--- src/rtl/fp_add_pkg.sv ---
// Shared types and helpers for the pipelined IEEE-754 adder/subtractor.
// Format-dependent stage structs live in the top, which owns EXP_W/MAN_W.
package fp_add_pkg;

  localparam int DEF_EXP_W = 8;
  localparam int DEF_MAN_W = 23;
  localparam int MAX_FP_W  = 64;

  typedef enum logic [2:0] {
    RNE = 3'b000,
    RTZ = 3'b001,
    RDN = 3'b010,
    RUP = 3'b011,
    RMM = 3'b100
  } rmode_e;

  typedef enum logic [2:0] {ZERO, SUB, NORM, INF, QNAN, SNAN} fp_class_e;

  // Tag for operands that bypass the arithmetic (NaN / infinity).
  typedef struct packed {
    logic active;
    logic is_nan;
    logic nv;
    logic sign;
  } special_t;

  typedef struct packed {
    logic nv;
    logic of;
    logic uf;
    logic nx;
  } fflags_t;

  function automatic rmode_e decode_rmode(input logic [2:0] raw);
    case (raw)
      3'b001:  return RTZ;
      3'b010:  return RDN;
      3'b011:  return RUP;
      3'b100:  return RMM;
      default: return RNE;
    endcase
  endfunction

  function automatic fp_class_e classify(input logic exp_ones, input logic exp_zero,
                                         input logic frac_zero, input logic quiet);
    if (exp_zero)       return frac_zero ? ZERO : SUB;
    else if (!exp_ones) return NORM;
    else if (frac_zero) return INF;
    else                return quiet ? QNAN : SNAN;
  endfunction

  function automatic logic [MAX_FP_W-1:0] canonical_nan(input int exp_w, input int man_w);
    return (((64'd1 << exp_w) - 64'd1) << man_w) | (64'd1 << (man_w - 1));
  endfunction

  function automatic logic [MAX_FP_W-1:0] max_finite(input int exp_w, input int man_w);
    return (((64'd1 << exp_w) - 64'd2) << man_w) | ((64'd1 << man_w) - 64'd1);
  endfunction

endpackage

--- src/rtl/fp_add_if.sv ---
// Operand/result handshake bundle of the pipelined FP adder.
interface fp_add_if
  import fp_add_pkg::*;
#(
  parameter int EXP_W = DEF_EXP_W,
  parameter int MAN_W = DEF_MAN_W
);
  localparam int FP_W = 1 + EXP_W + MAN_W;

  logic            in_valid;
  logic            in_ready;
  logic [FP_W-1:0] fp_a;
  logic [FP_W-1:0] fp_b;
  logic            op_sub;
  logic [2:0]      r_mode;
  logic            out_valid;
  logic            out_ready;
  logic [FP_W-1:0] fp_result;
  logic            flag_invalid;
  logic            flag_overflow;
  logic            flag_underflow;
  logic            flag_inexact;

  modport master (
    output in_valid, fp_a, fp_b, op_sub, r_mode, out_ready,
    input  in_ready, out_valid, fp_result,
           flag_invalid, flag_overflow, flag_underflow, flag_inexact
  );

  modport slave (
    input  in_valid, fp_a, fp_b, op_sub, r_mode, out_ready,
    output in_ready, out_valid, fp_result,
           flag_invalid, flag_overflow, flag_underflow, flag_inexact
  );
endinterface

--- src/rtl/fp_lzc.sv ---
// Parametrised leading-zero counter; count = WIDTH when the input is all zero.
module fp_lzc #(
  parameter  int WIDTH = 27,
  localparam int CNT_W = $clog2(WIDTH) + 1
) (
  input  logic [WIDTH-1:0] value,
  output logic [CNT_W-1:0] count,
  output logic             all_zero
);

  // NOTE: count gets a default before the loop so every path assigns it and no latch is inferred.
  always_comb begin
    count = CNT_W'(WIDTH);
    for (int i = 0; i < WIDTH; i++) begin
      if (value[i]) count = CNT_W'(WIDTH - 1 - i);
    end
  end

  assign all_zero = ~|value;

endmodule

--- src/rtl/fp_add_pipe.sv ---
// 3-stage IEEE-754 adder/subtractor: unpack/align, add/normalise, round/pack.
// The whole pipe advances together; a stalled output freezes every stage.
module fp_add_pipe
  import fp_add_pkg::*;
#(
  parameter int EXP_W = DEF_EXP_W,
  parameter int MAN_W = DEF_MAN_W
) (
  input logic     clk,
  input logic     rst_n,
  fp_add_if.slave io
);

  localparam int FP_W  = 1 + EXP_W + MAN_W;
  localparam int SIG_W = MAN_W + 4;
  localparam int E_W   = EXP_W + 2;
  localparam int LZ_W  = $clog2(SIG_W) + 1;
  localparam int RND_W = MAN_W + 2;

  localparam logic [E_W-1:0]      EXP_MAX  = E_W'((1 << EXP_W) - 1);
  localparam logic [MAX_FP_W-1:0] NAN_FULL = canonical_nan(EXP_W, MAN_W);
  localparam logic [MAX_FP_W-1:0] MAX_FULL = max_finite(EXP_W, MAN_W);
  localparam logic [FP_W-1:0]     QNAN_VAL = NAN_FULL[FP_W-1:0];
  localparam logic [FP_W-2:0]     MAX_MAG  = MAX_FULL[FP_W-2:0];

  typedef struct packed {
    logic             sign;
    logic             eff_sub;
    logic [E_W-1:0]   exp;
    logic [SIG_W-1:0] sig_big;
    logic [SIG_W-1:0] sig_small;
    rmode_e           rm;
    special_t         spc;
  } s1_t;

  typedef struct packed {
    logic             sign;
    logic [E_W-1:0]   exp;
    logic [SIG_W-1:0] mant;
    rmode_e           rm;
    special_t         spc;
  } s2_t;

  logic      s1_valid, s2_valid, out_valid_q;
  s1_t       s1_d, s1_q;
  s2_t       s2_d, s2_q;
  logic [FP_W-1:0] res_d, res_q;
  fflags_t   flags_d, flags_q;
  logic      advance;

  assign advance     = !(out_valid_q && !io.out_ready);
  assign io.in_ready = advance;

  // ---------------- Stage 1: unpack, classify, swap, align ----------------
  logic             sa, sb_raw, sb;
  logic [EXP_W-1:0] ea, eb;
  logic [MAN_W-1:0] fa, fb;
  fp_class_e        ca, cb;
  logic             a_ge_b, a_nan, b_nan, any_snan, a_inf, b_inf, inf_clash;
  logic [E_W-1:0]   ea_eff, eb_eff, diff;
  logic [SIG_W-1:0] siga, sigb, sig_small, shifted, lost_mask;

  assign {sa, ea, fa}     = io.fp_a;
  assign {sb_raw, eb, fb} = io.fp_b;
  assign sb     = sb_raw ^ io.op_sub;
  assign ca     = classify(&ea, ~|ea, ~|fa, fa[MAN_W-1]);
  assign cb     = classify(&eb, ~|eb, ~|fb, fb[MAN_W-1]);
  assign a_ge_b = {ea, fa} >= {eb, fb};
  assign ea_eff = (ea == '0) ? E_W'(1) : E_W'(ea);
  assign eb_eff = (eb == '0) ? E_W'(1) : E_W'(eb);
  assign siga   = {|ea, fa, 3'b000};
  assign sigb   = {|eb, fb, 3'b000};

  assign a_nan     = (ca == QNAN) || (ca == SNAN);
  assign b_nan     = (cb == QNAN) || (cb == SNAN);
  assign any_snan  = (ca == SNAN) || (cb == SNAN);
  assign a_inf     = (ca == INF);
  assign b_inf     = (cb == INF);
  assign inf_clash = a_inf && b_inf && (sa != sb);

  always_comb begin
    s1_d      = '0;
    sig_small = a_ge_b ? sigb : siga;
    diff      = a_ge_b ? (ea_eff - eb_eff) : (eb_eff - ea_eff);
    shifted   = sig_small >> diff;
    lost_mask = ~({SIG_W{1'b1}} << diff);

    s1_d.sign    = a_ge_b ? sa : sb;
    s1_d.eff_sub = sa ^ sb;
    s1_d.exp     = a_ge_b ? ea_eff : eb_eff;
    s1_d.sig_big = a_ge_b ? siga : sigb;
    s1_d.rm      = decode_rmode(io.r_mode);

    // Far-away operands only contribute to sticky.
    if (diff >= E_W'(MAN_W + 3))
      s1_d.sig_small = {{(SIG_W-1){1'b0}}, |sig_small};
    else
      s1_d.sig_small = {shifted[SIG_W-1:1], shifted[0] | (|(sig_small & lost_mask))};

    s1_d.spc.active = a_nan || b_nan || a_inf || b_inf;
    s1_d.spc.is_nan = a_nan || b_nan || inf_clash;
    s1_d.spc.nv     = any_snan || inf_clash;
    s1_d.spc.sign   = a_inf ? sa : sb;
  end

  // ---------------- Stage 2: add/subtract, normalise ----------------
  logic [SIG_W:0]   sum;
  logic [LZ_W-1:0]  lz_cnt;
  logic             lz_zero;
  logic [E_W-1:0]   lz_ext, shift_lim, shift_amt;

  assign sum = s1_q.eff_sub ? ({1'b0, s1_q.sig_big} - {1'b0, s1_q.sig_small})
                            : ({1'b0, s1_q.sig_big} + {1'b0, s1_q.sig_small});

  fp_lzc #(.WIDTH(SIG_W)) u_lzc (
    .value    (sum[SIG_W-1:0]),
    .count    (lz_cnt),
    .all_zero (lz_zero)
  );

  always_comb begin
    s2_d      = '0;
    s2_d.rm   = s1_q.rm;
    s2_d.spc  = s1_q.spc;
    s2_d.sign = s1_q.sign;
    lz_ext    = E_W'(lz_cnt);
    shift_lim = s1_q.exp - E_W'(1);
    shift_amt = (lz_ext > shift_lim) ? shift_lim : lz_ext;

    if (sum[SIG_W]) begin
      s2_d.mant = {sum[SIG_W:2], sum[1] | sum[0]};
      s2_d.exp  = s1_q.exp + E_W'(1);
    end else begin
      s2_d.mant = sum[SIG_W-1:0] << shift_amt;
      s2_d.exp  = s1_q.exp - shift_amt;
    end

    // No hidden bit after the limited shift: the value is subnormal (or zero).
    if (!s2_d.mant[SIG_W-1]) s2_d.exp = '0;

    if (lz_zero && !sum[SIG_W])
      s2_d.sign = s1_q.eff_sub ? (s1_q.rm == RDN) : s1_q.sign;
  end

  // ---------------- Stage 3: round, overflow, pack ----------------
  logic             lsb, grd, rs, inexact, inc, tiny, ovf, to_inf;
  logic [RND_W-1:0] rounded;
  logic [E_W-1:0]   exp_r;
  logic [MAN_W-1:0] frac_r;

  always_comb begin
    lsb     = s2_q.mant[3];
    grd     = s2_q.mant[2];
    rs      = |s2_q.mant[1:0];
    inexact = grd | rs;
    tiny    = (s2_q.exp == '0);

    case (s2_q.rm)
      RTZ:     inc = 1'b0;
      RDN:     inc = s2_q.sign & inexact;
      RUP:     inc = ~s2_q.sign & inexact;
      RMM:     inc = grd;
      default: inc = grd & (rs | lsb);
    endcase

    rounded = {1'b0, s2_q.mant[SIG_W-1:3]} + RND_W'(inc);
    exp_r   = tiny ? E_W'(rounded[MAN_W]) : (s2_q.exp + E_W'(rounded[MAN_W+1]));
    frac_r  = rounded[MAN_W+1] ? rounded[MAN_W:1] : rounded[MAN_W-1:0];
    ovf     = (exp_r >= EXP_MAX);
    to_inf  = (s2_q.rm == RNE) || (s2_q.rm == RMM) ||
              ((s2_q.rm == RDN) && s2_q.sign) || ((s2_q.rm == RUP) && !s2_q.sign);

    flags_d = '0;
    if (s2_q.spc.active) begin
      res_d      = s2_q.spc.is_nan ? QNAN_VAL
                                   : {s2_q.spc.sign, {EXP_W{1'b1}}, {MAN_W{1'b0}}};
      flags_d.nv = s2_q.spc.nv;
    end else if (ovf) begin
      res_d      = to_inf ? {s2_q.sign, {EXP_W{1'b1}}, {MAN_W{1'b0}}} : {s2_q.sign, MAX_MAG};
      flags_d.of = 1'b1;
      flags_d.nx = 1'b1;
    end else begin
      res_d      = {s2_q.sign, exp_r[EXP_W-1:0], frac_r};
      flags_d.nx = inexact;
      flags_d.uf = tiny & inexact;
    end
  end

  // ---------------- Registers ----------------
  // NOTE: sequential state uses non-blocking assignments so every stage samples pre-edge values.
  always_ff @(posedge clk or negedge rst_n) begin
    if (!rst_n) begin
      s1_valid    <= 1'b0;
      s2_valid    <= 1'b0;
      out_valid_q <= 1'b0;
      res_q       <= '0;
      flags_q     <= '0;
    end else if (advance) begin
      s1_valid    <= io.in_valid;
      s2_valid    <= s1_valid;
      out_valid_q <= s2_valid;
      if (s2_valid) begin
        res_q   <= res_d;
        flags_q <= flags_d;
      end
    end
  end

  // NOTE: stage payloads carry no reset; they are qualified by the reset valid bits.
  always_ff @(posedge clk) begin
    if (advance && io.in_valid) s1_q <= s1_d;
    if (advance && s1_valid)    s2_q <= s2_d;
  end

  assign io.out_valid      = out_valid_q;
  assign io.fp_result      = res_q;
  assign io.flag_invalid   = flags_q.nv;
  assign io.flag_overflow  = flags_q.of;
  assign io.flag_underflow = flags_q.uf;
  assign io.flag_inexact   = flags_q.nx;

endmodule

--- src/flat_wrapper.sv ---
// flat-port wrapper written by rule: the top's interface ports become plain ports
module fp_add_pipe_flat import fp_add_pkg::*;
#(
  parameter int EXP_W = DEF_EXP_W,
  parameter int MAN_W = DEF_MAN_W
)
  (clk, rst_n, io_in_valid, io_fp_a, io_fp_b, io_op_sub, io_r_mode, io_out_ready, io_in_ready, io_out_valid, io_fp_result, io_flag_invalid, io_flag_overflow, io_flag_underflow, io_flag_inexact);
  fp_add_if #(.EXP_W(EXP_W), .MAN_W(MAN_W)) io_i ();
  input logic clk;
  input logic rst_n;
  input wire logic [$bits(io_i.in_valid)-1:0] io_in_valid;
  input wire logic [$bits(io_i.fp_a)-1:0] io_fp_a;
  input wire logic [$bits(io_i.fp_b)-1:0] io_fp_b;
  input wire logic [$bits(io_i.op_sub)-1:0] io_op_sub;
  input wire logic [$bits(io_i.r_mode)-1:0] io_r_mode;
  input wire logic [$bits(io_i.out_ready)-1:0] io_out_ready;
  output wire logic [$bits(io_i.in_ready)-1:0] io_in_ready;
  output wire logic [$bits(io_i.out_valid)-1:0] io_out_valid;
  output wire logic [$bits(io_i.fp_result)-1:0] io_fp_result;
  output wire logic [$bits(io_i.flag_invalid)-1:0] io_flag_invalid;
  output wire logic [$bits(io_i.flag_overflow)-1:0] io_flag_overflow;
  output wire logic [$bits(io_i.flag_underflow)-1:0] io_flag_underflow;
  output wire logic [$bits(io_i.flag_inexact)-1:0] io_flag_inexact;
  assign io_i.in_valid = io_in_valid;
  assign io_i.fp_a = io_fp_a;
  assign io_i.fp_b = io_fp_b;
  assign io_i.op_sub = io_op_sub;
  assign io_i.r_mode = io_r_mode;
  assign io_i.out_ready = io_out_ready;
  assign io_in_ready = io_i.in_ready;
  assign io_out_valid = io_i.out_valid;
  assign io_fp_result = io_i.fp_result;
  assign io_flag_invalid = io_i.flag_invalid;
  assign io_flag_overflow = io_i.flag_overflow;
  assign io_flag_underflow = io_i.flag_underflow;
  assign io_flag_inexact = io_i.flag_inexact;
  fp_add_pipe #(.EXP_W(EXP_W), .MAN_W(MAN_W)) u_core (.clk(clk), .rst_n(rst_n), .io(io_i));
endmodule
--- config.mk ---
export PLATFORM = sky130hd
export DESIGN_NAME = fp_add_pipe_flat
export DESIGN_NICKNAME = d
export VERILOG_FILES = /design/src/rtl/fp_add_pkg.sv /design/src/rtl/fp_add_if.sv /design/src/rtl/fp_lzc.sv /design/src/rtl/fp_add_pipe.sv /design/src/flat_wrapper.sv
export SDC_FILE = /design/constraint.sdc
export NUM_CORES = 1
export LEC_CHECK = 0
export CAP_MARGIN = 10
export CORE_AREA = 2 2 130 258
export DETAILED_ROUTE_END_ITERATION = 10
export DIE_AREA = 0 0 132 260
export PLACE_DENSITY = 0.64
export SYNTH_ARGS = -nofsm -noshare
export SYNTH_HDL_FRONTEND = slang
export SYNTH_SLANG_ARGS = --single-unit
--- constraint.sdc ---
create_clock -name clk -period 28.8 [get_ports clk]
set_clock_uncertainty 0.15 [all_clocks]
set_input_delay 4.32 -clock clk [delete_from_list [all_inputs] [get_ports clk]]
set_output_delay 4.32 -clock clk [all_outputs]
set_load 0.02 [all_outputs]
=== Word level (Yosys, flattened, before mapping) ===
Cells that the tools add are included.

* Flip-flop bits (word level): 157
* Latch bits: 0
* Bits in writable memories: 0
* Memory bits (read-only): 0
* Input port bits: 72
* Memories: 0

* $add $sub $neg: 9
* $mul: 0
* Div/mod/pow operators: 0
* $lt $le $gt $ge: 4
* Eq/ne operators: 16
* Shifts and indexed selects: 3
* Mux-type cells: 64
* Bitwise operators: 14
* Reduce and logical (&&, ||, !) cells: 39

{| class="wikitable"
|+ Operators with widths
! operator !! count
|-
| 6-bit 2-to-1 mux || 26
|-
| 27-bit OR reduction || 3
|-
| 32-bit 2-to-1 mux || 2
|-
| 27-bit 2-to-1 mux || 2
|-
| 23-bit OR reduction || 2
|-
| 10-bit 2-to-1 mux || 4
|-
| 37-bit 2-to-1 mux || 1
|-
| 31-bit >= comparator || 1
|-
| 31-bit 2-to-1 mux || 1
|-
| 10-bit subtractor || 3
|-
| 27-bit by 27-bit adder with 28-bit output || 1
|-
| 28-bit 2-to-1 mux || 1
|-
| 27-bit by 27-bit subtractor with 28-bit output || 1
|-
| 27-bit bitwise AND || 1
|-
| 27-bit NOT || 1
|-
| 27-bit by 10-bit << shifter with 27-bit output || 1
|-
| 27-bit by 10-bit << shifter with 27-bit output, first input constant || 1
|-
| 27-bit by 10-bit right shift with 27-bit output || 1
|-
| 24-bit by 1-bit adder with 25-bit output || 1
|-
| 24-bit 2-to-1 mux || 1
|-
| 23-bit 2-to-1 mux || 1
|-
| 3-bit by 2-bit equality test with 1-bit output, second input constant || 7
|-
| 3-bit 2-to-1 mux || 7
|-
| 3-bit equality test, second input constant || 6
|-
| other kinds (26) || 73
|}

=== Depth between registers and ports, before layout ===
Gate-level depths: netlist of run 1.

* Depth in word-level cells: 33
* Depth in mapped cells: 47
* Depth with buffers taken out: 42

=== Cells and area by module ===
Synthesis of run 1 repeated with hierarchy kept, for this count alone.

* Cell total of the unflattened synthesis: 1831
* Area, all modules: 15603.7 um^2

{| class="wikitable"
|+ By module, submodules not included
! module !! times used !! cells each !! area an instance (um^2)
|-
| fp_add_pipe || 1 || 1778 || 15253.4
|-
| fp_lzc || 1 || 53 || 350.3
|}

=== Least setup slack after synthesis of run 1 ===
OpenSTA, ideal clock, no wires.

* Path kind: reg-to-reg
* From: reg u_core.s1_q[9] (netlist name)
* To: reg u_core.s2_q[43] (netlist name), data pin
* Library setup time: 0.262 ns
* Arrival time: 9.250 ns
* Path slack: 19.137 ns
* Cell stages (with the launch flop): 46
* Buffers on the path: 5
* Period minus slack after synthesis: 9.663 ns
* Cells stage by stage: edfxtp_1 -> nor3_1 -> nand2_1 -> or3_1 -> nor4b_1 -> a21oi_1 -> xnor2_1 -> ha_1 -> buf_2 -> a21o_1 -> a31o_2 -> o31a_1 -> or3_1 -> o211a_1 -> or3_1 -> buf_2 -> a21oi_1 -> o21ai_0 -> [... 10 more ...] -> buf_2 -> buf_1 -> ha_1 -> and2_1 -> ha_1 -> a21o_1 -> a21oi_1 -> o21bai_1 -> a21oi_1 -> o21bai_1 -> a21oi_1 -> nor2b_1 -> nor2_1 -> nor2_1 -> nand4_1 -> a21boi_0 -> o21ai_0 -> nor3_1

* Cells in the longest elaborated chain, start to end: 31
* Elaborated cells on any way between the ends: 33
* Those cells by class: 3 x add/sub; 1 x order compare; 1 x shift; 28 x mux

{| class="wikitable"
|+ RTL lines
! element !! RTL line !! RTL
|-
| start, declared || fp_add_pipe.sv:45 || <nowiki>s1_t s1_d, s1_q;</nowiki>
|-
| start signal, assigned || fp_add_pipe.sv:211 || <nowiki>if (advance && io.in_valid) s1_q <= s1_d;</nowiki>
|-
| 27-bit by 27-bit adder with 28-bit output / 27-bit by 27-bit subtractor with 28-bit output (equally long branches) || fp_add_pipe.sv:113, fp_add_pipe.sv:112 ||
|-
| 28-bit 2-to-1 mux (*) || fp_add_pipe.sv:112 || <nowiki>assign sum = s1_q.eff_sub ? ({1'b0, s1_q.sig_big} - {1'b0, s1_q.sig_small})</nowiki>
|-
| 6-bit 2-to-1 mux (25 in a row) || fp_lzc.sv:15 || <nowiki>if (value[i]) count = CNT_W'(WIDTH - 1 - i);</nowiki>
|-
| 6-bit by 10-bit > comparator with 1-bit output || fp_add_pipe.sv:128 || <nowiki>shift_amt = (lz_ext > shift_lim) ? shift_lim : lz_ext;</nowiki>
|-
| 10-bit 2-to-1 mux || fp_add_pipe.sv:128 ||
|-
| 10-bit subtractor / 27-bit by 10-bit << shifter with 27-bit output (equally long branches) || fp_add_pipe.sv:135, fp_add_pipe.sv:134 ||
|-
| 37-bit 2-to-1 mux (*) || fp_add_pipe.sv:130 || <nowiki>if (sum[SIG_W]) begin</nowiki>
|-
| end signal, assigned || fp_add_pipe.sv:212 || <nowiki>if (advance && s1_valid) s2_q <= s2_d;</nowiki>
|-
| end, declared || fp_add_pipe.sv:46 || <nowiki>s2_t s2_d, s2_q;</nowiki>
|}

Every way passes the cells marked *; elsewhere a longest branch is shown, timed or not.
A chain may end at the register's enable or synchronous reset.

=== Worst setup path after layout of run 1 ===
Same ends and word-level chain as after synthesis.

==> results of run 1 <==
[kinds of logic (layout without fill, tap and decap cells)]
kind of cell             Yosys count  after routing  synth area share
AO/OA/AOI/OAI                    598            598             0.259
XOR/XNOR                          85             85            0.0476
adder cells (fa/ha/maj)           97             97            0.0776
buffers and inverters            205            258            0.0501
flip-flops                       152            152             0.274
multiplexers                     110            110            0.0880
AND/OR/NAND/NOR                  649            649             0.203
[registers in the layout, indices dropped and copies added, names as in the netlist]
register,count
u_core.io.flag_invalid,1
u_core.s1_q,68
u_core.io.fp_result,32
u_core.io.flag_overflow,1
u_core.io.flag_inexact,1
u_core.lsb,1
u_core.s2_valid,1
u_core.s1_valid,1
u_core.io.flag_underflow,1
u_core.s2_q,43
u_core.io.out_valid,1
u_core.grd,1
[routing by layer]
metal  up-vias  wire length [um]  track usage
li1       7296                 -            -
met1      7608             17600        0.273
met2       707             33800        0.706
met3       319              2610       0.0515
met4         0              7530        0.383
met5         -                 0            0
[final timing paths]
| check | startpoint | to | slack (ns) | cells after the start |
|---|---|---|---|---|
| max in group asynchronous | rst_n | u_core.io.fp_result[9] | 24.10 | 1 |
| min in group asynchronous | rst_n | u_core.io.fp_result[27] | 3.83 | 1 |
| worst max-delay path | u_core.s1_q[9] | u_core.s2_q[43] | 17.17 | 40 |
| worst min-delay path | u_core.s1_q[1] | u_core.s2_q[1] | 0.27 | 0 |
| worst max register to register | u_core.s1_q[9] | u_core.s2_q[43] | 17.17 | 40 |
| worst min register to register | u_core.s1_q[1] | u_core.s2_q[1] | 0.27 | 0 |
[power breakdown]
group	internal [W]	total [W]	switching [W]
Sequential	0.000326	0.000373	0.0000465
Clock	0.000141	0.000234	0.0000929
Combinational	0.000396	0.00109	0.000695
[worst reg2reg max path: cells and delay by family (launching register included)]
kind	cells	cell delay (ns)
DFF	1	0.50
xor gates and xnor gates	2	0.77
AOI/OAI and AO/OA	17	4.22
buffers and inverters	2	0.49
and+or+nand+nor	15	3.81
adders and majority gates	4	1.38
[stage by stage]
stage	cells	area [um^2]	hold slack, ns	setup WS (ns)	total power, W
after floorplan	1896	15900	0.250	19.14	0.00109
after global placement	2344	17400	0.256	17.53	0.00143
after detailed placement	2344	17400	0.259	17.26	0.00143
after CTS	2376	18000	0.274	17.24	0.00167
after global routing	2376	18000	0.295	16.33	0.00179
final	2376	18000	0.271	17.17	0.00170
[Yosys cell counts, types with 19 or more instances]
| cell type | instances | share of area |
|---|---|---|
| nor2_1 | 157 | 0.037 |
| and3_1 | 28 | 0.011 |
| xor2_1 | 21 | 0.012 |
| nand4_1 | 21 | 0.0083 |
| a22o_1 | 28 | 0.015 |
| ha_1 | 94 | 0.074 |
| a211oi_1 | 32 | 0.015 |
| edfxtp_1 | 113 | 0.21 |
| xnor2_1 | 63 | 0.035 |
| mux4_2 | 22 | 0.031 |
| a21o_1 | 43 | 0.020 |
| mux2i_1 | 68 | 0.043 |
| clkbuf_1 | 96 | 0.023 |
| nor3_1 | 74 | 0.023 |
| and2_1 | 22 | 0.0086 |
| o211ai_1 | 29 | 0.014 |
| inv_1 | 86 | 0.020 |
| nand2_1 | 160 | 0.038 |
| mux2_2 | 19 | 0.013 |
| nand3_1 | 45 | 0.014 |
| nor4_1 | 24 | 0.0094 |
| a31oi_1 | 28 | 0.011 |
| o21ai_0 | 107 | 0.034 |
| dfrtp_1 | 39 | 0.061 |
| a21oi_1 | 133 | 0.042 |
| nand2b_1 | 21 | 0.0083 |
[layout make-up]
class | instances | area, um^2 | area share
inverter | 88 | 330 | 0.0184
timing repair buffer | 138 | 1300 | 0.0725
multi-input combinational | 1539 | 10800 | 0.602
clock inverter | 11 | 130 | 0.00724
clock buffer | 21 | 493 | 0.0274
sequential | 152 | 4370 | 0.243
tap | 427 | 534 | 0.0297
==> results.json, run 1 <==
{
  "drcViolationCount": 0,
  "grt_max_degree": 69,
  "finish.net_count": 2105,
  "ys_ff_latch": 152,
  "final.fill_count": 3035,
  "cts-htree-levels": 4,
  "cp_max_fo": 18,
  "layout_commonest_cell": "nand2_1",
  "grt_pass1_wl_um": 92200,
  "vias": 15900,
  "ant_nets": 0,
  "crit_slowest_cell": "nor4b_1",
  "num_antenna_cells": 0,
  "portBuffers": 109,
  "cp_data_required_time_ns": 28.80,
  "crit_path_start_kind": "register",
  "finalCriticalPeriod_ns": 11.63,
  "cts-resized-gates": 0,
  "io_pins": 110,
  "postSynth.asyncResetShare": 0.257,
  "syn_nets": 2065,
  "ys_types": 99,
  "clockBufferDepth": 2,
  "coreArea_mm2": 0.0322,
  "hp-class": "reg -> reg",
  "drt_pre_antenna_iters": 5,
  "cts_hold_buf": 0,
  "p_leak_nw": 6.93,
  "clock-root-buffer": "clkbuf_16",
  "drive_gt1_frac": 0.0826,
  "cap_violations": 0,
  "grt_pass1_vias": 16100,
  "final_cell_mix": "nand2_1 (159), nor2_1 (156), a21oi_1 (133)",
  "post-route-util": 0.558,
  "crit_buf_inv": 2,
  "antenna_found_initial": 0,
  "dp_hpwl_um": 50300,
  "p_per_area_mw_per_mm2": 94.5,
  "drt_iter0_drc": 942,
  "dieArea_mm2": 0.0343,
  "setup_viol": 0,
  "cts_setup_buffers": 0,
  "gp_congestion": 1.05,
  "wl_per_cell_um": 25.9,
  "cts_sinks": 152,
  "numCtsBuffers": 17,
  "yosysWarnings": 0,
  "grt.total_usage": 0.357,
  "synth_edf_count": 113,
  "fmax_mhz": 86.0,
  "tritoncts": "built",
  "start_util": 0.494,
  "area_growth_syn_to_layout_pct": 12.9,
  "path_delay_family": "compound AO/OA/AOI/OAI gates",
  "synth_area_mm2": 0.0159,
  "cpPeakStageDelay_ns": 0.84,
  "status": "finished clean",
  "overflow": 0,
  "path_common_cell": "a21oi_1",
  "fp-row-count": 93,
  "worstPathArrival_ns": 11.63,
  "syn_avg_cell_area_um2": 8.40,
  "hold_viol": 0,
  "ys_seq_area_frac": 0.274,
  "peakVddDrop_mv": 0.0660,
  "rsz0062_at_grt": "no",
  "viasPerCell": 6.70,
  "post-route-period-util": 0.404,
  "cts.clk_slew.worst_paths_ns": 0.06,
  "clock_latency_ns": 0.45,
  "tns_ns": 0,
  "synth_ff_type": "edfxtp_1",
  "synth_cells": 1896,
  "end_kind": "register",
  "fp.dieW_um": 132,
  "worst_slew_pin_slew_ns": 1.26,
  "path_class": "reg -> reg",
  "routed_wl_um": 61500,
  "max_slew_margin": 0.163,
  "fp.dieH_um": 260,
  "slew_violations": 0
}
No activity file was read; power rests on OpenSTA's default activity.
==> inputs of run 2 (changes only) <==
--- a/config.mk
+++ b/config.mk
@@ -9,7 +9,7 @@
 export CORE_AREA = 2 2 130 258
 export DETAILED_ROUTE_END_ITERATION = 10
 export DIE_AREA = 0 0 132 260
-export PLACE_DENSITY = 0.64
+export PLACE_DENSITY = 0.67
 export SYNTH_ARGS = -nofsm -noshare
 export SYNTH_HDL_FRONTEND = slang
 export SYNTH_SLANG_ARGS = --single-unit
==> constraint.sdc (replaced) <==
create_clock -name clk -period 10.4 [get_ports clk]
set_clock_uncertainty 0.15 [all_clocks]
set_input_delay 1.56 -clock clk [delete_from_list [all_inputs] [get_ports clk]]
set_output_delay 1.56 -clock clk [all_outputs]
set_load 0.02 [all_outputs]
==> results.json, run 2 (synthesis gave the netlist of run 1 again) <==
{
  "p_leak_nw": 7.06,
  "largest_reg_flops": 68,
  "fp.dieH_um": 260,
  "drcViolationCount": 0,
  "num_antenna_cells": 0,
  "cts-resized-gates": 0,
  "final_cell_mix": "nand2_1 (159), nor2_1 (156), a21oi_1 (133)",
  "holdCritStartpoint": "u_core.s1_q[3]",
  "viasPerCell": 6.66,
  "min_path_cells": 0,
  "wl_per_cell_um": 25.2,
  "worst_slew_pin_slew_ns": 1.17,
  "vias": 16000,
  "cts_hold_buf": 0,
  "coreArea_mm2": 0.0322,
  "drt_pre_antenna_iters": 6,
  "grt_max_degree": 69,
  "antenna_found_initial": 0,
  "status": "finished clean",
  "routed_wl_um": 60700,
  "layout_commonest_cell": "nand2_1",
  "finish.net_count": 2136,
  "p_per_area_mw_per_mm2": 262,
  "max_slew_margin": 0.217,
  "peakVddDrop_mv": 0.175,
  "dieArea_mm2": 0.0343,
  "cap_violations": 0,
  "crit_path_start_kind": "register",
  "grt_pass1_wl_um": 91200,
  "start_util": 0.494,
  "clockBufferDepth": 2,
  "tritoncts": "built",
  "drive_gt1_frac": 0.0960,
  "path_common_cell": "a21oi_1",
  "gp_congestion": 1.07,
  "worst-r2r-cell-count": 42,
  "rsz0062_at_grt": "no",
  "path_delay_family": "compound AO/OA/AOI/OAI gates",
  "clock_latency_ns": 0.46,
  "portBuffers": 109,
  "cts_setup_buffers": 0,
  "top_register": "u_core.s1_q",
  "fp.dieW_um": 132,
  "slew_violations": 0,
  "cp_data_required_time_ns": 10.45,
  "tns_ns": 0,
  "ant_nets": 0,
  "cts-htree-levels": 4,
  "grt.total_usage": 0.353,
  "drt_iter0_drc": 980,
  "cp_max_fo": 9,
  "worstPathArrival_ns": 9.59,
  "holdPathEnd": "u_core.s2_q[3]",
  "cts.clk_slew.worst_paths_ns": 0.06,
  "dpl_cell_area_mm2": 0.0176,
  "cts_sinks": 152,
  "numCtsBuffers": 17,
  "r2r_setup_slack_ns": 0.87,
  "reg2reg_to": "u_core.s2_q[43]",
  "path_class": "reg -> reg",
  "fp-row-count": 93,
  "grt_pass1_vias": 16000,
  "clock-root-buffer": "clkbuf_16",
  "crit_buf_inv": 3,
  "end_kind": "register",
  "final_cell_area_mm2": 0.0182,
  "timing.rr.start": "u_core.s1_q[9]",
  "setup_viol": 0,
  "cpPeakStageDelay_ns": 0.50,
  "area_growth_syn_to_layout_pct": 14.0,
  "crit_slowest_cell": "edfxtp_1",
  "hp-class": "reg -> reg",
  "finalCriticalPeriod_ns": 9.53,
  "overflow": 0,
  "hold_viol": 0,
  "post-route-period-util": 0.917,
  "io_pins": 110,
  "fmax_mhz": 105,
  "dp_hpwl_um": 49200
}
run 2: per-layer routing:
metal  GRT usage  routed length (um)  vias to the layer above
met5           0                   0                        -
met4       0.376                7390                        0
met3      0.0583                2810                      339
met2       0.690               33100                      718
met1       0.273               17400                     7612
li1            -                   -                     7351
run 2: worst max path at each step:
stage	slack (ns)	end	startpoint	depth (start not counted)
6_report	0.87	u_core.s2_q[43]	u_core.s1_q[9]	42
5_1_grt	0.28	u_core.s2_q[43]	u_core.s1_q[9]	42
4_1_cts	0.99	u_core.s2_q[43]	u_core.s1_q[9]	42
3_5_place_dp	1.05	u_core.s2_q[43]	u_core.s1_q[9]	42
3_3_place_gp	1.23	u_core.s2_q[43]	u_core.s1_q[9]	40
2_1_floorplan	0.74	u_core.s2_q[43]	u_core.s1_q[9]	45
run 2: final cells by class:
type	count	area [um^2]
sequential	152	4370
clock buffer	17	425
timing repair buffer	169	1550
tap	427	534
inverter	88	330
multi-input combinational	1539	10800
fill	3057	14100
clock inverter	15	155
run 2: worst register-to-register path, delay by kind of cell, from the launching register on:
family                   cells  cell delay, ns
XOR/XNOR                     1            0.13
flip-flops                   1            0.50
buffers and inverters        3            0.46
AO/OA/AOI/OAI               21            4.43
AND/OR/NAND/NOR             13            2.41
adder cells (fa/ha/maj)      4            1.22
run 2: power by group:
| group | switching (W) | internal [W] | leakage [nW] |
|---|---|---|---|
| registers | 0.000128 | 0.000903 | 1.57 |
| logic | 0.00194 | 0.00117 | 5.21 |
| clock network | 0.000277 | 0.000338 | 0.285 |
run 2: stage by stage:
step / instances / hold WS, ns / worst slack, ns / power, W / util
floorplan: 1896 / 0.250 / 0.737 / 0.00302 / -
global placement: 2375 / 0.256 / 1.23 / 0.00403 / 0.545
detailed placement: 2375 / 0.259 / 1.05 / 0.00405 / 0.545
CTS: 2407 / 0.275 / 0.990 / 0.00467 / 0.563
global route: 2407 / 0.292 / 0.275 / 0.00502 / 0.563
finish: 2407 / 0.271 / 0.866 / 0.00477 / 0.563
==> inputs of run 3 (changes only) <==
--- a/config.mk
+++ b/config.mk
@@ -6,10 +6,12 @@
 export NUM_CORES = 1
 export LEC_CHECK = 0
 export CAP_MARGIN = 10
-export CORE_AREA = 2 2 130 258
+export CELL_PAD_IN_SITES_DETAIL_PLACEMENT = 0
+export CELL_PAD_IN_SITES_GLOBAL_PLACEMENT = 1
+export CORE_AREA = 2 2 141 281
 export DETAILED_ROUTE_END_ITERATION = 10
-export DIE_AREA = 0 0 132 260
-export PLACE_DENSITY = 0.67
+export DIE_AREA = 0 0 143 283
+export PLACE_DENSITY = 0.74
 export SYNTH_ARGS = -nofsm -noshare
 export SYNTH_HDL_FRONTEND = slang
 export SYNTH_SLANG_ARGS = --single-unit
==> constraint.sdc (replaced) <==
create_clock -name clk -period 10.4 [get_ports clk]
set_clock_uncertainty 0.15 [all_clocks]
set_input_delay 1.56 -clock clk [delete_from_list [all_inputs] [get_ports clk]]
set_output_delay 1.56 -clock clk [all_outputs]
set_load 0.01 [all_outputs]
==> results.json, run 3 (synthesis gave the netlist of run 1 again) <==
{
  "finish.net_count": 2110,
  "status": "finished clean",
  "final.fill_count": 3823,
  "path_delay_family": "compound AO/OA/AOI/OAI gates",
  "finalCriticalPeriod_ns": 9.66,
  "drcViolationCount": 0,
  "setup_ws_ns": 0.742,
  "post-route-period-util": 0.929,
  "worstPathArrival_ns": 9.70,
  "fp.dieH_um": 283,
  "dp_slack_ns": 0.459,
  "area_growth_syn_to_layout_pct": 13.9,
  "slew_violations": 0,
  "cpPeakStageDelay_ns": 0.50,
  "viasPerCell": 6.15,
  "cap_violations": 0,
  "num_antenna_cells": 0,
  "cts_hold_buf": 0,
  "dieArea_mm2": 0.0405,
  "tns_ns": 0,
  "cp_max_fo": 15,
  "final_cell_mix": "nand2_1 (159), nor2_1 (155), a21oi_1 (131)",
  "grt_max_degree": 69,
  "fmax_mhz": 104,
  "cp_data_required_time_ns": 10.44,
  "drive_gt1_frac": 0.0885,
  "grt.total_usage": 0.268,
  "ant_nets": 0,
  "clockBufferDepth": 2,
  "cts.clk_slew.worst_paths_ns": 0.06,
  "io_pins": 110,
  "numCtsBuffers": 17,
  "coreArea_mm2": 0.0384,
  "crit_slowest_cell": "edfxtp_1",
  "fp-row-count": 102,
  "clock_latency_ns": 0.44,
  "crit_path_start_kind": "register",
  "final_cell_area_mm2": 0.0181,
  "layout_commonest_cell": "nand2_1",
  "gp_congestion": 0.932,
  "setup_viol": 0,
  "largest_reg_flops": 68,
  "peakVddDrop_mv": 0.174,
  "p_per_area_mw_per_mm2": 247,
  "dp_hpwl_um": 42100,
  "path_class": "reg -> reg",
  "fp.dieW_um": 143,
  "path_common_cell": "a21oi_1",
  "hold_viol": 0,
  "p_leak_nw": 6.96,
  "routed_wl_um": 53900,
  "wl_per_cell_um": 21.8,
  "rsz0062_at_grt": "no",
  "cts-htree-levels": 4,
  "cts_sinks": 152,
  "top_register": "u_core.s1_q",
  "end_kind": "register",
  "worst_slew_pin_slew_ns": 1.02,
  "grt_pass1_vias": 14800,
  "dpl_cell_area_mm2": 0.0175,
  "hp-class": "reg -> reg",
  "start_util": 0.414,
  "tritoncts": "built",
  "drt_iter0_drc": 1279,
  "portBuffers": 109,
  "overflow": 0,
  "antenna_found_initial": 0,
  "grt_pass1_wl_um": 84700,
  "vias": 15200,
  "crit_buf_inv": 4,
  "max_slew_margin": 0.323,
  "clock-root-buffer": "clkbuf_16",
  "drt_pre_antenna_iters": 5
}
==> run 3: layout make-up <==
type,instances,area [um^2],share of cell area
clock inverter,8,56.3,0.00311
timing repair buffer,143,1340,0.0740
clock buffer,24,534,0.0295
tap,520,651,0.0359
multi-input combinational,1539,10800,0.598
inverter,88,330,0.0182
sequential,152,4370,0.241
==> run 3: metal layers <==
layer	part of all wire	wire length (um)	track usage	vias up
met5	0	0	0	-
met4	0.045	2430	0.117	0
met3	0.057	3090	0.0436	99
met2	0.48	25700	0.432	503
met1	0.42	22700	0.351	7308
li1	-	-	-	7309
==> run 3: worst paths after layout <==
path / startpoint / slack [ns] / cells past startpoint / to
max reg2reg: u_core.s1_q[9] / 0.74 / 43 / u_core.s2_q[43]
max: u_core.s1_q[9] / 0.74 / 43 / u_core.s2_q[43]
min reg2reg: u_core.s1_q[2] / 0.27 / 0 / u_core.s2_q[2]
max in group asynchronous: rst_n / 8.49 / 1 / u_core.io.fp_result[3]
min in group asynchronous: rst_n / 1.08 / 1 / u_core.io.flag_invalid
min: u_core.s1_q[2] / 0.27 / 0 / u_core.s2_q[2]
==> run 3: repair_timing <==
action	CTS	global route
gates resized for setup	0	11
setup endpoints to repair	0	2
buffers inserted	0	0
hold endpoints to repair	0	0
==> run 3: metrics by stage <==
step / util / instances / hold WS [ns] / power (W)
floorplan: - / 1896 / 0.250 / 0.00297
global placement: 0.455 / 2442 / 0.256 / 0.00384
detailed placement: 0.455 / 2442 / 0.259 / 0.00383
CTS: 0.470 / 2474 / 0.274 / 0.00446
global route: 0.472 / 2474 / 0.292 / 0.00482
finish: 0.472 / 2474 / 0.272 / 0.00448
==> run 3: power by group <==
group	total [W]	switching [W]	internal, W	leakage [nW]
combinational	0.00284	0.00173	0.00111	5.09
clock	0.000605	0.000246	0.000360	0.298
sequential	0.00104	0.000136	0.000904	1.57
total	0.00448	0.00211	0.00238	6.96
